File: config.mk
export PLATFORM = sky130hd
export DESIGN_NAME = instr_fetch_flat
export DESIGN_NICKNAME = d
export VERILOG_FILES = /design/src/rtl/instr_fetch_if.sv /design/src/rtl/instr_fetch.sv /design/src/flat_wrapper.sv
export SDC_FILE = /design/constraint.sdc
export NUM_CORES = 1
export LEC_CHECK = 0
export CAP_MARGIN = 20
export CORE_MARGIN = 2
export CORE_UTILIZATION = 50
export DETAILED_ROUTE_END_ITERATION = 7
export GPL_ROUTABILITY_DRIVEN = 0
export PLACE_DENSITY = 0.89
export SETUP_SLACK_MARGIN = 0.02
export SLEW_MARGIN = 25
export SYNTH_ARGS = -nofsm -noshare
export SYNTH_HDL_FRONTEND = slang
export SYNTH_SLANG_ARGS = --single-unit
export TNS_END_PERCENT = 20
File: constraint.sdc
create_clock -name Clk -period 2.4 [get_ports Clk]
set_input_delay 0.6 -clock Clk [delete_from_list [all_inputs] [get_ports Clk]]
set_output_delay 0.6 -clock Clk [all_outputs]
set_load 0.005 [all_outputs]
File: src/rtl/instr_fetch_if.sv
// rtl/instr_fetch_if.sv - program memory read bus between fetch stage and memory
// Purpose: bundles the program-memory req/ack read handshake.
// Signals:
//   mem_addr  ADDR_W   program memory address (fetch -> memory)
//   mem_req   1        read request, held until ack or timeout (fetch -> memory)
//   mem_ack   1        read done, mem_data valid this cycle (memory -> fetch)
//   mem_data  INSTR_W  instruction word (memory -> fetch)
// Modports: master = fetch stage, slave = program memory.
interface instr_fetch_if #(
   parameter int ADDR_W  = 8,
   parameter int INSTR_W = 9
);
   logic [ADDR_W-1:0]  mem_addr;
   logic               mem_req;
   logic               mem_ack;
   logic [INSTR_W-1:0] mem_data;

   modport master (
      output mem_addr,
      output mem_req,
      input  mem_ack,
      input  mem_data
   );

   modport slave (
      input  mem_addr,
      input  mem_req,
      output mem_ack,
      output mem_data
   );
endinterface

File: src/rtl/instr_fetch.sv
// rtl/instr_fetch.sv - instruction fetch stage feeding the control unit
// Purpose: fetches the instruction at the address given by control, holds it
//   in an instruction register and presents it on ms_m until control consumes
//   it. A memory that never answers is cut off after TIMEOUT request cycles and
//   a NOP is substituted so the core keeps running.
// Ports:
//   Clk                      in   clock, all state on rising edge
//   Rst                      in   synchronous reset, active-low
//   Address_Instruction_Bus  in   next program address from control
//   consume                  in   control executed the current ms_m
//   mem                      if   program memory read bus (master side)
//   ms_m                     out  instruction to control, NOP_WORD when not valid
//   ir_valid                 out  ms_m holds a fetched or substituted instruction
//   stall                    out  inverse of ir_valid
//   fetch_err                out  sticky: a fetch timed out since reset
//   fetch_count              out  completed fetches, wraps at 256
module instr_fetch #(
   parameter int                 ADDR_W   = 8,
   parameter int                 INSTR_W  = 9,
   parameter logic [INSTR_W-1:0] NOP_WORD = '0,
   parameter int                 TIMEOUT  = 15
) (
   input  logic                Clk,
   input  logic                Rst,
   input  logic [ADDR_W-1:0]   Address_Instruction_Bus,
   input  logic                consume,
   instr_fetch_if.master       mem,
   output logic [INSTR_W-1:0]  ms_m,
   output logic                ir_valid,
   output logic                stall,
   output logic                fetch_err,
   output logic [7:0]          fetch_count
);

   typedef enum logic [1:0] {
      S_ADDR = 2'd0,
      S_REQ  = 2'd1,
      S_EXEC = 2'd2
   } state_t;

   // Value of the timer on the last request cycle before giving up.
   localparam logic [7:0] TIMER_LAST = 8'(TIMEOUT - 1);

   state_t             state;
   logic [7:0]         timer;
   logic [INSTR_W-1:0] ir_q;

   always_ff @(posedge Clk) begin
      if (!Rst) begin
         state        <= S_ADDR;
         mem.mem_req  <= 1'b0;
         mem.mem_addr <= '0;
         ir_q         <= NOP_WORD;
         ir_valid     <= 1'b0;
         fetch_err    <= 1'b0;
         fetch_count  <= 8'd0;
         timer        <= 8'd0;
      end else begin
         case (state)
            S_ADDR: begin
               // The PC written by control on the consume edge is visible here.
               mem.mem_addr <= Address_Instruction_Bus;
               mem.mem_req  <= 1'b1;
               timer        <= 8'd0;
               state        <= S_REQ;
            end
            S_REQ: begin
               // An ack on the final timer cycle still counts as a good fetch.
               if (mem.mem_ack) begin
                  ir_q        <= mem.mem_data;
                  ir_valid    <= 1'b1;
                  mem.mem_req <= 1'b0;
                  fetch_count <= fetch_count + 8'd1;
                  state       <= S_EXEC;
               end else if (timer == TIMER_LAST) begin
                  ir_q        <= NOP_WORD;
                  ir_valid    <= 1'b1;
                  mem.mem_req <= 1'b0;
                  fetch_err   <= 1'b1;
                  fetch_count <= fetch_count + 8'd1;
                  state       <= S_EXEC;
               end else begin
                  timer <= timer + 8'd1;
               end
            end
            S_EXEC: begin
               if (consume) begin
                  ir_valid <= 1'b0;
                  state    <= S_ADDR;
               end
            end
            default: begin
               mem.mem_req <= 1'b0;
               ir_valid    <= 1'b0;
               state       <= S_ADDR;
            end
         endcase
      end
   end

   // Both sources are registers, so ms_m cannot glitch.
   assign ms_m  = ir_valid ? ir_q : NOP_WORD;
   assign stall = ~ir_valid;

endmodule

File: src/flat_wrapper.sv
// flat-port wrapper written by rule: the top's interface ports become plain ports
module instr_fetch_flat 
#(
   parameter int                 ADDR_W   = 8,
   parameter int                 INSTR_W  = 9,
   parameter logic [INSTR_W-1:0] NOP_WORD = '0,
   parameter int                 TIMEOUT  = 15
)
  (Clk, Rst, Address_Instruction_Bus, consume, ms_m, ir_valid, stall, fetch_err, fetch_count, mem_mem_addr, mem_mem_req, mem_mem_ack, mem_mem_data);
  instr_fetch_if #(.ADDR_W(ADDR_W), .INSTR_W(INSTR_W)) mem_i ();
  input  logic Clk;
  input  logic Rst;
  input  logic [ADDR_W-1:0] Address_Instruction_Bus;
  input  logic consume;
  output logic [INSTR_W-1:0] ms_m;
  output logic ir_valid;
  output logic stall;
  output logic fetch_err;
  output logic [7:0] fetch_count;
  output wire logic [$bits(mem_i.mem_addr)-1:0] mem_mem_addr;
  output wire logic [$bits(mem_i.mem_req)-1:0] mem_mem_req;
  input wire logic [$bits(mem_i.mem_ack)-1:0] mem_mem_ack;
  input wire logic [$bits(mem_i.mem_data)-1:0] mem_mem_data;
  assign mem_mem_addr = mem_i.mem_addr;
  assign mem_mem_req = mem_i.mem_req;
  assign mem_i.mem_ack = mem_mem_ack;
  assign mem_i.mem_data = mem_mem_data;
  instr_fetch #(.ADDR_W(ADDR_W), .INSTR_W(INSTR_W), .NOP_WORD(NOP_WORD), .TIMEOUT(TIMEOUT)) u_core (.Clk(Clk), .Rst(Rst), .Address_Instruction_Bus(Address_Instruction_Bus), .consume(consume), .mem(mem_i), .ms_m(ms_m), .ir_valid(ir_valid), .stall(stall), .fetch_err(fetch_err), .fetch_count(fetch_count));
endmodule
* Yosys cells after proc, flatten, opt, wreduce, memory -nomap -nowiden
Cells that the tools add are included.
** Operators by class
- Add/subtract/negate cells :: 2
- Eq/ne operators :: 7
- Reductions and logical operators :: 9
- Muxes and demuxes :: 19
- Bitwise gates (word level) :: 4
** Operator list (count)
- 2-to-1 mux 8 bit :: 4
- 2-to-1 mux 9 bit :: 3
- adder 8 x 1 -> 8 bit, second input constant :: 2
- one-hot mux 8 bit (2 select lines) :: 1
- AND reduction 3 bit :: 3
- == test 8 x 4 -> 1 bit, second input constant :: 1
- 2-to-1 mux 2 bit :: 3
- inequality test 2 bit, second input constant :: 3
- one-hot mux 1 bit (3 select lines) :: 2
- one-hot mux 2 bit (3 select lines) :: 1
- AND reduction 2 bit :: 3
- 2-to-1 mux 1 bit :: 5
- inverter 1 bit :: 4
- nonzero test 2 bit :: 2
- inequality test 3 x 2 -> 1 bit, second input constant :: 1
- == test 2 x 1 -> 1 bit, second input constant :: 1
- == test 2 bit, second input constant :: 1
- logical NOT 2 bit :: 1
** Storage, ports and cells
- Word-level logic and storage cells :: 49
- Input port bits :: 21
- Output and inout bits :: 29
- Register bits after elaboration :: 38

* Logic depth before layout (Yosys ltp)
Gate-level depths: netlist of run 1.
- Depth in word-level cells :: 4
- Depth in mapped cells :: 6
- Depth with buffers taken out :: 5

* Worst setup path after synthesis of run 1
OpenSTA, ideal clock, no wires.
- Kind :: input to register
- Start :: input Rst
- End :: register u_core.timer[5]
- Cell stages on the path :: 4
- Required time :: 2.325 ns
- Data arrival time :: 1.572 ns
- Path slack :: 0.753 ns
- Setup time :: 0.075 ns
- Buffers on the path :: 1
- Cell sequence :: buf_2 > clkinv_1 > or4_1 > o22ai_1
** RTL lines
- from (decl) :: RTL line flat_wrapper.sv:12 : input logic Rst;
- to (signal assigned) :: RTL line instr_fetch.sv:83 : timer <= timer + 8'd1;
- to (decl) :: RTL line instr_fetch.sv:45 : logic [7:0] timer;

* Worst setup path in the final report of run 1
- Start :: register u_core.ir_valid
- End :: output ms_m[7]
** Between the ends
- Longest elaborated chain between the ends :: 1
** Ends and longest elaborated chain
- from (decl) :: RTL line instr_fetch.sv:29 : output logic ir_valid,
- from (signal assigned) :: RTL line instr_fetch.sv:54 : ir_valid <= 1'b0;
- from (signal assigned) :: RTL line instr_fetch.sv:71 : ir_valid <= 1'b1;
- from (signal assigned) :: RTL line instr_fetch.sv:77 : ir_valid <= 1'b1;
- 2-to-1 mux 9 bit :: RTL line instr_fetch.sv:102 : assign ms_m = ir_valid ? ir_q : NOP_WORD;
- to (decl) :: RTL line flat_wrapper.sv:15 : output logic [INSTR_W-1:0] ms_m;
Every way passes these cells.

==> flow_metrics.env, run 1 <==
export IMPL_endpoint_kind="output port"
export IMPL_nFillCells=260
export IMPL_die_area_um2=3880
export IMPL_tightest_slew_ps=543
export IMPL_wl_per_cell_um=13.5
export IMPL_ys_seq_elements=38
export IMPL_vias=1620
export IMPL_cp_required_ps=1800
export IMPL_clk_latency_ps=350
export IMPL_hp_class="flip-flop to flip-flop"
export IMPL_finalClockSkew_ps=9.69
export IMPL_netlist_area_um2=1700
export IMPL_viasPerCell=5.57
export IMPL_pin_count=50
export IMPL_dieWidth_um=62.3
export IMPL_crit_path_top_delay_cell="dfxtp_1"
export IMPL_cts_htree_levels=2
export IMPL_cts_root_buffer="clkbuf_4"
export IMPL_worstPathArrival_ps=1550
export IMPL_drive_gt1_share_pct=6.94
export IMPL_yosysSeqAreaShare_pct=44.8
export IMPL_area_growth_syn_to_layout_pct=35.6
export IMPL_postCtsHoldBufs=0
export IMPL_overflow=0
export IMPL_final_setup_tns_ps=0
export IMPL_fin_crit_sh_pct=89.5
export IMPL_peakVddDrop_v=0.000472
export IMPL_rows=21
export IMPL_avgSynthCellArea_um2=8.63
export IMPL_ff_latch_area_um2=761
export IMPL_multi_input_area_um2=868
export IMPL_status="completed"
export IMPL_crit_buf_inv=1
export IMPL_maxSlewViolCount=0
export IMPL_max_freq_ghz=0.466
export IMPL_synth_edf_count=0
export IMPL_path_clk_slew_ps=120
export IMPL_cts_made_buffers=5
export IMPL_cts_sinks=38
export IMPL_crit_type="flip-flop to output port"
export IMPL_cts_tree="yes"
export IMPL_power_density_nw_per_um2=561
export IMPL_report_final_setup_viol=0
export IMPL_drt_iter0_markers=92
export IMPL_coreArea_um2=3310
export IMPL_grt_pass1_vias=1463
export IMPL_syn_inst=197
export IMPL_initial_utilization_pct=51.3
export IMPL_clock_tree_buffer_depth=2
export IMPL_n_antenna_cell=0
export IMPL_fin_area_um2=2300
export IMPL_p_leak_nw=0.836
export IMPL_syn_nets=221
export IMPL_grt_max_degree=20
export IMPL_power_total_mw=1.29
export IMPL_critPathMaxFanout=12
export IMPL_firstDrtPassIters=4
export IMPL_cts_setup_buffers=0
export IMPL_antenna_found_initial=0
export IMPL_cpPeakStageDelay_ps=510
export IMPL_relSlewSlack_pct=63.8
export IMPL_path_delay_family="flip-flops"
export IMPL_synthArstFlopShare_pct=0
export IMPL_route_detailed_drc=0
export IMPL_hold_violations=0
export IMPL_nNetsFinal=268
export IMPL_rsz0062_at_grt="false"
export IMPL_die_h_um=62.3
export IMPL_ant_nets=0
export IMPL_dpl_instance_area_um2=2220
export IMPL_path_cells="and2_1 -> clkdlybuf4s50_1"
export IMPL_hpwl_um=2750
export IMPL_cap_violations=0
export IMPL_wl_um=3930
export IMPL_io_buffers=49
export IMPL_cts_resized=0
export IMPL_min_period_ps=2150
export IMPL_synthFlopType="dfxtp_1"
export IMPL_cp_start_kind="flip-flop"
export IMPL_ys_warnings_count=0
export IMPL_yosys_cell_types_count=39
export IMPL_grt_first_pass_wirelength_um=6780
export IMPL_grt_use_total_pct=21.5
## metal layers
metal	track usage (%)	share of wire (%)
met1	27.0	45
met2	35.9	47
met3	5.62	6.3
met4	7.50	1.5
met5	0	0
## kinds of logic after synthesis
logic type,share of synthesized area [%]
multiplexers,1.18
buffers and inverters,4.12
AND/OR/NAND/NOR,27.1
adder cells (fa/ha/maj),2.21
flip-flops,44.8
AO/OA/AOI/OAI,20.6
## stage by stage
stage / std cells / worst slack [ps] / hold slack, ps / utilization, %
CTS: 291 / 231 / 465 / 69.6
floorplan: 197 / 753 / 441 / -
global route: 291 / 163 / 486 / 69.6
global placement: 283 / 286 / 443 / 67.1
detailed placement: 283 / 244 / 448 / 67.1
finish: 291 / 252 / 462 / 69.6
## flip-flops by register name (all words and copies together), names as in the netlist
signal,count
u_core.ir_q,9
u_core.fetch_count,8
u_core.mem.mem_addr,8
u_core.timer,8
u_core.state,2
u_core.fetch_err,1
u_core.ir_valid,1
u_core.mem.mem_req,1
## synth_stat cells (all sizes together), types with 2 or more instances
cell type,number,area (µm²)
or3,3,18.8
a21o,2,15.0
inv,5,18.8
nand3,9,45.0
dfxtp,38,761
o21ai,6,30.0
or2,2,12.5
ha,3,37.5
a31oi,7,58.8
nand2,29,109
buf,5,21.3
mux2i,2,20.0
a22o,9,78.8
o211ai,2,15.0
nand4,4,25.0
clkbuf,7,26.3
a21oi,19,98.9
and3,3,18.8
and2,12,75.1
nor4,2,27.5
nand2b,2,12.5
o31ai,3,22.5
or4,8,60.1
nor2,5,18.8
## power by group
part	internal [mW]	leakage (nW)	switching [mW]	total (mW)
Sequential	0.657	0.310	0.0259	0.683
Combinational	0.0893	0.488	0.0733	0.163
Clock	0.218	0.0374	0.230	0.448
Total	0.965	0.836	0.329	1.29
## final timing paths
kind                                             start  slack (ps)  cells after the start                      to
worst min-delay path            u_core.mem.mem_addr[4]         460                      2  u_core.mem.mem_addr[4]
worst max-delay path                   u_core.ir_valid         250                      2                 ms_m[7]
worst min register to register  u_core.mem.mem_addr[4]         460                      2  u_core.mem.mem_addr[4]
worst max register to register         u_core.state[0]         480                      4   u_core.fetch_count[5]
## placed cells by master, fill, tap and decap left out, types with 2 or more instances in the layout
cell type,synthesis,routed
a21oi_1,18,18
clkinvlp_4,0,2
a21o_1,2,2
or2_2,2,2
o211ai_1,2,2
a22o_1,9,9
nand4_1,4,4
nor2_1,5,5
clkdlybuf4s50_1,0,49
o31ai_1,3,3
and3_1,3,3
dfxtp_1,38,38
or3_1,3,3
and2_1,11,11
mux2i_1,2,2
nand2b_1,2,2
inv_1,5,5
a31oi_1,6,6
buf_4,0,3
nand2_1,29,29
clkbuf_4,0,5
o21ai_0,6,6
ha_1,3,3
nand3_1,9,9
or4_1,8,8
## final cells by class
cell class                 instances  area share (%)
multi-input combinational        141            37.7
inverter                           6           0.977
clock buffer                       5            1.63
tap                               46            2.50
sequential                        38            33.0
clock inverter                     3            1.95
timing repair buffer              52            22.3
## worst register-to-register path: stages (launching register included)
cell	delay, ps
dfxtp_1	640
nor2b_1	530
nand4_1	180
or4_1	420
o21ai_0	70
(Power assumes the default switching activity.)
==> run 2: changes to the inputs <==
--- a/config.mk
+++ b/config.mk
@@ -6,11 +6,13 @@
 export NUM_CORES = 1
 export LEC_CHECK = 0
 export CAP_MARGIN = 20
+export CELL_PAD_IN_SITES_DETAIL_PLACEMENT = 1
+export CELL_PAD_IN_SITES_GLOBAL_PLACEMENT = 1
 export CORE_MARGIN = 2
-export CORE_UTILIZATION = 50
+export CORE_UTILIZATION = 37
 export DETAILED_ROUTE_END_ITERATION = 7
 export GPL_ROUTABILITY_DRIVEN = 0
-export PLACE_DENSITY = 0.89
+export PLACE_DENSITY = 0.9
 export SETUP_SLACK_MARGIN = 0.02
 export SLEW_MARGIN = 25
 export SYNTH_ARGS = -nofsm -noshare
==> flow_metrics.env, run 2 (synthesis gave the netlist of run 1 again) <==
export IMPL_path_cells="and2_1 -> clkdlybuf4s50_1"
export IMPL_cts_sinks=38
export IMPL_critPathMaxFanout=12
export IMPL_fin_crit_sh_pct=89.0
export IMPL_cap_violations=0
export IMPL_io_buffers=49
export IMPL_timing_hold_ws_ps=456
export IMPL_worstPathArrival_ps=1540
export IMPL_max_freq_ghz=0.468
export IMPL_clkPwrFrac_pct=38.7
export IMPL_reg2reg_slack_ps=500
export IMPL_setup_slack_ps=264
export IMPL_p_leak_nw=0.861
export IMPL_report_final_setup_viol=0
export IMPL_area_growth_syn_to_layout_pct=38.1
export IMPL_netSwitchingFraction_pct=24.4
export IMPL_largest_reg_flops=9
export IMPL_die_area_um2=5150
export IMPL_drive_gt1_share_pct=7.32
export IMPL_die_h_um=71.8
export IMPL_crit_buf_inv=1
export IMPL_peakVddDrop_v=0.000271
export IMPL_grt_pass1_vias=1687
export IMPL_dpl_instance_area_um2=2240
export IMPL_cts_htree_levels=2
export IMPL_crit_path_top_delay_cell="dfxtp_1"
export IMPL_endpoint_kind="output port"
export IMPL_top_register="u_core.ir_q"
export IMPL_wl_per_cell_um=16.4
export IMPL_crit_type="flip-flop to output port"
export IMPL_fin_area_um2=2350
export IMPL_finish_utilization_pct=53.5
export IMPL_cp_required_ps=1800
export IMPL_final_cell_mix="clkdlybuf4s50_1, dfxtp_1, nand2_1"
export IMPL_cpPeakStageDelay_ps=540
export IMPL_cp_start_kind="flip-flop"
export IMPL_seq_power_share_pct=49.1
export IMPL_grt_max_degree=20
export IMPL_pin_count=50
export IMPL_clock_tree_buffer_depth=2
export IMPL_viasPerCell=5.59
export IMPL_final_setup_tns_ps=0
export IMPL_min_period_ps=2140
export IMPL_ant_nets=0
export IMPL_grt_use_total_pct=20.2
export IMPL_rows=24
export IMPL_finalClockSkew_ps=8.63
export IMPL_vias=1665
export IMPL_initial_utilization_pct=38.8
export IMPL_overflow=0
export IMPL_path_clk_slew_ps=80
export IMPL_pwr_share_comb_pct=12.2
export IMPL_path_delay_family="flip-flops"
export IMPL_hp_class="flip-flop to flip-flop"
export IMPL_power_density_nw_per_um2=594
export IMPL_nNetsFinal=269
export IMPL_n_antenna_cell=0
export IMPL_final_common_cell="clkdlybuf4s50_1"
export IMPL_cts_made_buffers=5
export IMPL_cts_setup_buffers=0
export IMPL_rsz0062_at_grt="false"
export IMPL_wl_um=4870
export IMPL_cts_resized=0
export IMPL_netSwitchingPower_uw=340
export IMPL_dieWidth_um=71.8
export IMPL_firstDrtPassIters=4
export IMPL_route_detailed_drc=0
export IMPL_clk_latency_ps=290
export IMPL_antenna_found_initial=0
export IMPL_tightest_slew_ps=527
export IMPL_maxSlewViolCount=0
export IMPL_drt_iter0_markers=46
export IMPL_relSlewSlack_pct=64.8
export IMPL_hold_violations=0
export IMPL_p_int_mw=1.05
export IMPL_pre_cts_ws_ps=213
export IMPL_coreArea_um2=4380
export IMPL_hpwl_um=3470
export IMPL_cts_tree="yes"
export IMPL_status="completed"
export IMPL_cts_root_buffer="clkbuf_8"
export IMPL_grt_first_pass_wirelength_um=8170
export IMPL_postCtsHoldBufs=0
-- run 2: changes by cell type in the layout (fill, tap and decap cells not counted) --
cell,delta
clkbuf_4,-5
clkbuf_8,+5
clkinv_2,+2
clkinvlp_4,-2
buf_4,+1
-- run 2: final timing paths --
path / start / endpoint / depth (start not counted)
min reg2reg: u_core.mem.mem_addr[5] / u_core.mem.mem_addr[5] / 2
max reg2reg: u_core.state[0] / u_core.timer[7] / 3
min: u_core.mem.mem_addr[5] / u_core.mem.mem_addr[5] / 2
max: u_core.ir_valid / ms_m[0] / 2
-- run 2: power groups by stage --
stage               Combinational [mW]  Sequential (mW)  Clock [mW]
detailed placement               0.170            0.698           0
global placement                 0.163            0.697           0
CTS                              0.172            0.683       0.548
floorplan                       0.0813            0.687           0
global route                     0.186            0.688       0.572
finish                           0.171            0.684       0.539
-- run 2: per-stage QoR --
step / instances / total power, mW
final: 298 / 1.39
after global routing: 298 / 1.45
after CTS: 298 / 1.40
after detailed placement: 290 / 0.868
after global placement: 290 / 0.860
after floorplan: 197 / 0.768
-- run 2: worst register-to-register path, stage by stage (launching register included) --
cell,delay (ps)
dfxtp_1,640
nand2b_1,390
or4_1,590
a31oi_1,200
-- run 2: layout make-up --
class | instances | area [µm²]
clock buffers | 5 | 68.8
clock inverters | 3 | 40.0
fillers | 531 | 2040
inverters | 6 | 22.5
multi-input cells | 141 | 868
flip-flops and latches | 38 | 761
well taps | 52 | 65.1
repair buffers | 53 | 520
-- run 2: per-layer routing --
metal	global-route usage (%)	vias to the layer above	part of all wire, %
li1	-	811	-
met1	25.3	814	44
met2	34.4	32	51
met3	3.38	8	2.9
met4	8.60	0	2.2
met5	0	-	0
